<file path="config.mk">
export PLATFORM = sky130hd
export DESIGN_NAME = dac_stream_decimator
export DESIGN_NICKNAME = d
export VERILOG_FILES = /design/src/rtl/dac_stream_decimator.sv
export SDC_FILE = /design/constraint.sdc
export NUM_CORES = 1
export LEC_CHECK = 0
export ABC_CLOCK_PERIOD_IN_PS = 1850
export CORE_MARGIN = 3
export CORE_UTILIZATION = 40
export CTS_CLUSTER_SIZE = 28
export DETAILED_ROUTE_END_ITERATION = 8
export GPL_TIMING_DRIVEN = 0
export PLACE_DENSITY = 0.6
export SLEW_MARGIN = 10
export SYNTH_ARGS = -nofsm -noshare
export SYNTH_HDL_FRONTEND = slang
export SYNTH_SLANG_ARGS = --single-unit
</file>
<file path="constraint.sdc">
create_clock -name clk21m -period 1.85 [get_ports clk21m]
set_input_delay 0.37 -clock clk21m [delete_from_list [all_inputs] [get_ports clk21m]]
set_output_delay 0.37 -clock clk21m [all_outputs]
set_load 0.1 [all_outputs]
</file>
<file path="src/rtl/dac_stream_decimator.sv">
// Integrate-and-dump decimator turning per-cycle L/R DAC codes into PCM pairs on a valid/ready
// handshake. Define DAC_DEC_PEAK_EN to add the peak_l/peak_r level meters and peak_clr.
module dac_stream_decimator #(
  parameter int unsigned DECIM_LOG2 = 8,
  parameter int unsigned IN_W       = 6
) (
  input  logic                       clk21m,
  input  logic                       reset_n,
  input  logic                       enable,
  input  logic [IN_W-1:0]            dac_l,
  input  logic [IN_W-1:0]            dac_r,
  output logic                       pcm_valid,
  input  logic                       pcm_ready,
  output logic [IN_W+DECIM_LOG2-1:0] pcm_l,
  output logic [IN_W+DECIM_LOG2-1:0] pcm_r,
  output logic                       overrun,
  input  logic                       clr_overrun
`ifdef DAC_DEC_PEAK_EN
  ,
  input  logic                       peak_clr,
  output logic [IN_W-1:0]            peak_l,
  output logic [IN_W-1:0]            peak_r
`endif
);

  localparam int unsigned OUT_W = IN_W + DECIM_LOG2;

  logic [DECIM_LOG2-1:0] phase_q, phase_d;
  logic [OUT_W-1:0]      acc_l_q, acc_l_d, acc_r_q, acc_r_d;
  logic [OUT_W-1:0]      sum_l, sum_r;
  logic [OUT_W-1:0]      pcm_l_q, pcm_l_d, pcm_r_q, pcm_r_d;
  logic                  pcm_valid_q, pcm_valid_d;
  logic                  overrun_q, overrun_d;
  logic                  last, complete, drop;

  assign last     = (phase_q == {DECIM_LOG2{1'b1}});
  assign complete = enable && last;
  assign sum_l    = acc_l_q + OUT_W'(dac_l);
  assign sum_r    = acc_r_q + OUT_W'(dac_r);

  always_comb begin
    phase_d = phase_q;
    acc_l_d = acc_l_q;
    acc_r_d = acc_r_q;
    if (enable) begin
      phase_d = phase_q + 1'b1;
      acc_l_d = last ? '0 : sum_l;
      acc_r_d = last ? '0 : sum_r;
    end
  end

  // A finished window only lands if the output slot is empty or being drained this cycle.
  always_comb begin
    pcm_valid_d = pcm_valid_q;
    pcm_l_d     = pcm_l_q;
    pcm_r_d     = pcm_r_q;
    drop        = 1'b0;
    if (complete) begin
      if (!pcm_valid_q || pcm_ready) begin
        pcm_valid_d = 1'b1;
        pcm_l_d     = sum_l;
        pcm_r_d     = sum_r;
      end else begin
        drop = 1'b1;
      end
    end else if (pcm_valid_q && pcm_ready) begin
      pcm_valid_d = 1'b0;
    end
  end

  always_comb begin
    overrun_d = overrun_q;
    if (drop) begin
      overrun_d = 1'b1;
    end else if (clr_overrun) begin
      overrun_d = 1'b0;
    end
  end

  always_ff @(posedge clk21m or negedge reset_n) begin
    if (!reset_n) begin
      phase_q     <= '0;
      acc_l_q     <= '0;
      acc_r_q     <= '0;
      pcm_l_q     <= '0;
      pcm_r_q     <= '0;
      pcm_valid_q <= 1'b0;
      overrun_q   <= 1'b0;
    end else begin
      phase_q     <= phase_d;
      acc_l_q     <= acc_l_d;
      acc_r_q     <= acc_r_d;
      pcm_l_q     <= pcm_l_d;
      pcm_r_q     <= pcm_r_d;
      pcm_valid_q <= pcm_valid_d;
      overrun_q   <= overrun_d;
    end
  end

  assign pcm_valid = pcm_valid_q;
  assign pcm_l     = pcm_l_q;
  assign pcm_r     = pcm_r_q;
  assign overrun   = overrun_q;

`ifdef DAC_DEC_PEAK_EN
  logic [IN_W-1:0] peak_l_q, peak_l_d, peak_r_q, peak_r_d;

  // Clearing while disabled leaves 0 since the current code is not a valid sample.
  always_comb begin
    peak_l_d = peak_l_q;
    peak_r_d = peak_r_q;
    if (peak_clr) begin
      peak_l_d = enable ? dac_l : '0;
      peak_r_d = enable ? dac_r : '0;
    end else if (enable) begin
      if (dac_l > peak_l_q) peak_l_d = dac_l;
      if (dac_r > peak_r_q) peak_r_d = dac_r;
    end
  end

  always_ff @(posedge clk21m or negedge reset_n) begin
    if (!reset_n) begin
      peak_l_q <= '0;
      peak_r_q <= '0;
    end else begin
      peak_l_q <= peak_l_d;
      peak_r_q <= peak_r_d;
    end
  end

  assign peak_l = peak_l_q;
  assign peak_r = peak_r_q;
`endif

endmodule

</file>
==> results.sh <==
export IMPL_clk_root_buffer_cell="clkbuf_8"
export IMPL_core_mm2=0.00793
export IMPL_antenna_found_initial=0
export IMPL_grt_usage=0.181
export IMPL_place_gp_congestion=0.823
export IMPL_async_flop_share=1.00
export IMPL_rsz0062_at_grt="yes"
export IMPL_grt_pass1_wl_um=13700
export IMPL_fin_area_mm2=0.00466
export IMPL_drive_above_1_share=0.307
export IMPL_clock_tree_htree_level_count=3
export IMPL_hp_class="in2reg"
export IMPL_antenna_cells=0
export IMPL_drv_cap=0
export IMPL_hold_depth=2
export IMPL_ys_seq_area_frac=0.492
export IMPL_die_h_um=97.6
export IMPL_slew_viol_final=0
export IMPL_cts_tree="done"
export IMPL_violations="setup timing"
export IMPL_syn_area_per_cell_um2=9.90
export IMPL_grt_max_degree=47
export IMPL_fin_cells=522
export IMPL_min_period_ns=1.99
export IMPL_drtIter0Drc=117
export IMPL_hold_start="enable"
export IMPL_yosys_warnings=0
export IMPL_ios=47
export IMPL_synth_most_common_cell="dfrtp_1"
export IMPL_final_util=0.588
export IMPL_start_util=0.423
export IMPL_via_per_inst=5.29
export IMPL_worstMarginPinSlew_ns=0.666
export IMPL_holdPathEnd="phase_q[1]"
export IMPL_rows=32
export IMPL_grt_pass1_vias=2750
export IMPL_clk_path_buf_depth=2
export IMPL_finalClockSkew_ns=0.00491
export IMPL_fmax_mhz=503
export IMPL_die_w_um=97.6
export IMPL_dp_cells=487
export IMPL_insertion_delay_ns=0.35
export IMPL_relSlewSlack=0.556
export IMPL_syn_area_mm2=0.00335
export IMPL_route_detailed_drc=0
export IMPL_rr_endpoint="acc_l_q[8]"
export IMPL_syn_inst=339
export IMPL_synth_edf_count=0
export IMPL_critPathRequiredTime_ns=2.12
export IMPL_synthFlopType="dfrtp_1"
export IMPL_seqCellArea_mm2=0.00165
export IMPL_firstDrtPassIters=4
export IMPL_multi_input_area_mm2=0.00186
export IMPL_critPathKind="in2reg"
export IMPL_syn_nets=371
export IMPL_leakage_nw=2.00
export IMPL_grt_overflow=0
export IMPL_vias=2761
export IMPL_synth_top_area_share=0.492
export IMPL_dieArea_mm2=0.00952
export IMPL_avgRoutedWirePerCell_um=16.1
export IMPL_rr_startpoint="acc_l_q[0]"
export IMPL_path_clk_slew_ns=0.07
export IMPL_setup_viol=16
export IMPL_nNetsFinal=447
export IMPL_hold_viol_final=0
export IMPL_dpl_cell_area_mm2=0.00396
export IMPL_synth_top_cells_by_area="dfrtp_1 (49%), xor2_1 (6.3%), nand2_1 (5.8%)"
export IMPL_place_hpwl_um=5500
export IMPL_layout_setup_ws_ns=-0.140
export IMPL_outcome="finished, violations left"
export IMPL_fin_crit_sh=1.08
export IMPL_port_buffers=45
export IMPL_crit_path_start_kind="primary input"
export IMPL_path_max_fanout=5
export IMPL_max_vdd_ir_drop_v=0.000614
export IMPL_synth_seq_cells=66
export IMPL_cp_end_kind="flip-flop"
export IMPL_netlist_top_cells_count="dfrtp_1 (66), nand2_1 (52), o21ai_0 (35)"
export IMPL_worstPathArrival_ns=2.26
export IMPL_synth_distinct_cells=36
export IMPL_rrSetupSlack_ns=-0.12
export IMPL_cts_buffers=9
export IMPL_syn_to_final_growth_pct=38.9
export IMPL_r2r_worst_path_cells=8
export IMPL_fillers=660
export IMPL_cellPowerDensity_mw_per_mm2=1220
export IMPL_ant_nets=0
export IMPL_yosysTopAreaCell="dfrtp_1"
export IMPL_cts_sinks=66
export IMPL_drt_total_wl_um=8400
critical path, cell delays in order:
cell and delay (ns):
clkdlybuf4s50_1 0.50, inv_2 0.05, fa_2 0.39, nor2b_2 0.14
o31a_1 0.25, o211ai_1 0.18, o21ba_2 0.24, a31oi_1 0.14
cell usage in the layout (no fill, tap or decap), drive strengths merged, types with 2 or more instances in the layout:
master          n
a21oi           4
a31oi          18
a41oi           3
buf            27
clkbuf         17
clkdlybuf4s15  30
clkdlybuf4s50   7
clkinv          3
dfrtp          66
dlygate4sd2     3
dlymetal6s2s    4
fa              2
ha             13
inv            18
mux2            5
nand2          52
nand2b          4
nand3          15
nand4           5
nor2           14
nor2b           4
o2111ai         2
o211ai          4
o21a            4
o21ai          36
o21ba           5
o22ai          12
o31a            2
or2             2
or3             2
xnor2           5
xor2           24
registers in the layout (all words and copies together) (netlist names):
name       cells
pcm_r         14
pcm_valid      1
overrun        1
phase_q        8
acc_r_q       14
acc_l_q       14
pcm_l         14
worst max-delay path by stage:
stage                    start          to  slack (ns)
floorplan             dac_l[0]  acc_l_q[8]        0.03
CTS                 acc_l_q[0]  acc_l_q[8]       -0.16
global placement       reset_n   pcm_valid       -2.16
detailed placement    dac_r[0]   pcm_r[12]       -0.67
global route        acc_l_q[0]  acc_l_q[8]       -0.24
finish                dac_l[1]  acc_l_q[8]       -0.14
repair_timing:
item,in CTS,in global routing
hold buffers,1,0
pin swaps,21,22
setup endpoints to repair,64,51
resized for setup,131,37
endpoints found under the hold margin,20,0
buffers inserted,10,9
routing by layer:
metal,track usage,part of all wire
met1,0.245,0.47
met2,0.278,0.47
met3,0.0366,0.039
met4,0.0841,0.028
met5,0,0
stage by stage:
step,TNS (ns),worst slack [ns],power (mW),hold WS [ns]
final,-0.874,-0.140,5.71,0.382
after global routing,-3.37,-0.238,6.08,0.382
after CTS,-1.33,-0.161,5.40,0.358
after detailed placement,-21.50,-0.668,3.67,0.285
after global placement,-146.62,-2.16,3.62,0.463
after floorplan,0,0.0264,3.26,0.0744
cell families after synthesis:
| kind of cell | synth area share |
|---|---|
| compound gates | 0.178 |
| xor+xnor | 0.0757 |
| fa+ha+maj | 0.0604 |
| buf+inv | 0.0369 |
| flops | 0.492 |
| mux | 0.0168 |
| simple gates | 0.140 |
where the power goes:
part	internal, mW	switching, mW
clock network	0.688	0.560
logic	1.23	1.19
registers	1.73	0.313
total	3.64	2.07
final cells by class:
class,count,area share
clock inverters,5,0.0113
inverters,18,0.0145
well taps,102,0.0274
plain buffers,13,0.0137
flip-flops and latches,66,0.355
clock buffers,11,0.0325
multi-input cells,242,0.398
repair buffers,65,0.148
(Power assumes the default switching activity.)
==> variant, RTL diff (config.mk and constraints unchanged) <==
Build with the macro `DAC_DEC_PEAK_EN` defined.
--- a/src/rtl/dac_stream_decimator.sv
+++ b/src/rtl/dac_stream_decimator.sv
@@ -2,2 +2,4 @@
 // handshake. Define DAC_DEC_PEAK_EN to add the peak_l/peak_r level meters and peak_clr.
+`define DAC_DEC_PEAK_EN
+
 module dac_stream_decimator #(
Interface: changed (added peak_clr, peak_l and peak_r); port bits go from 47 to 60. The function was not compared with the original's and may differ.
==> variant against the unedited design <==
The flow still finishes with violations (negative setup slack); sequential cell count grew 12; register-to-register slack better by 0.04 ns; worst setup slack gained 0.058 ns; routed wire length is 26% higher; design area rose by 24%; global-route usage grew 1.0 points; critical path type is now register to register; core utilization fell by 0.97 points; total power is 20% higher; synthesized area is 26% higher.
==> variant: results (changes against the unedited design) <==
Synth
  – Main area contributors after synthesis: dfrtp_1 (46%), ha_1 (7.4%), nand2_1 (4.8%)
  – Commonest cells in the netlist: dfrtp_1 (78), nand2_1 (54), inv_1 (27), ha_1 (25), o21ai_1 (20)
  – Cell variety after synth: 53 (+47%)
  – Adder-Cell Fraction of Synth Area: 8.37% (+2.3 points)
  – Synth Area in Compound Gates: 20.5% (+2.7 points)
  – Mapped Cells: 418 (+23%)

Placement
  – DP Worst Slack: -0.750 ns (-0.0822 ns)
  – Dpl cells: 611 (+25%)
  – Placed inst area: 0.00509 mm² (+29%)

Drt
  – Number of DRC violations after detailed-routing iteration 0: 134 (+15%)
  – Metal3 WL: 400 µm (+22%)
  – Routed length on met2: 5.20 mm (+33%)
  – M1 WL: 4.78 mm (+22%)
  – Routed WL per cell: 16.6 µm (+3.0%)

Worst setup path
  – R2R Path End: pcm_r[12]
  – Slowest stage delay, CP: 0.39 ns (-0.11 ns)
  – Largest delay share family, worst path: adder cells
  – Slowest library cell on the worst path: dfrtp_1
  – Reg2reg start: acc_r_q[0]

Timing
  – Setup WS post-layout: -0.0816 ns (+0.0584 ns)
  – Final Setup Violations: 14 (-2)
  – Worst Tran Pin Value: 0.659 ns (-0.00754 ns)
  – TNS Setup: -0.600 ns (+0.273 ns)
  – WHS: 0.429 ns (+0.0467 ns)

Global routing
  – Total track usage: 19.1% (+1.0 points)
  – GR Util met1: 24.4% (-0.049 points)
  – Vias in the first global route: 3506 (+27%)
  – Largest net degree at the start of global routing: 55 (+17%)

Clocking
  – Setup bufs post-CTS: 5 (-5)
  – Post_cts resized: 165 (+26%)
  – Clk_lat worst skew: 0.38 ns (+0.03 ns)

Cells and area
  – Share of cells above drive strength 1: 33.7% (+3.0 points)
  – Layout Nets: 548 (+23%)
  – Fill cells: 883 (+34%)

Pwr
  – Seq pwr: 0.00238 W (+17%)
  – NetSw: 0.00269 W (+30%)
  – Comb pwr share: 43.9% (+1.5 points)
  – Max VDD drop: 415 µV (-32%)
  – Reg power frac: 34.8% (-0.9 points)
  – Leak pwr: 2.41 nW (+21%)

Run status
  – Run status: finished, violations left
  – Failing checks: negative setup slack
[variant: changes by cell type after synthesis, moves of 9 or more]
cell	unedited run	this run
inv_1	18	27
xor2_1	24	14
dfrtp_1	66	78
o21ai_0	35	7
o21ai_1	1	20
a22o_1	0	17
o21ai_2	0	9
a21oi_1	4	16
ha_1	13	25
[variant: cells by family (layout without fill, tap and decap cells)]
group | after synthesis | in the layout
AND/OR/NAND/NOR | 122 | 122
XOR/XNOR | 27 | 27
AO/OA/AOI/OAI | 119 | 119
adder cells (fa/ha/maj) | 27 | 27
multiplexers | 1 | 1
buffers and inverters | 44 | 133
flip-flops | 78 | 78
[variant: layout make-up]
type / instances / area, µm² / share of cell area [%]
Tap cell: 133 / 166 / 2.88
Multi-Input combinational cell: 296 / 2410 / 41.7
Clock inverter: 4 / 72.6 / 1.26
Clock buffer: 11 / 141 / 2.45
Timing Repair Buffer: 76 / 779 / 13.5
Buffer: 15 / 115 / 1.99
Inverter: 27 / 104 / 1.80
Sequential cell: 78 / 1990 / 34.5
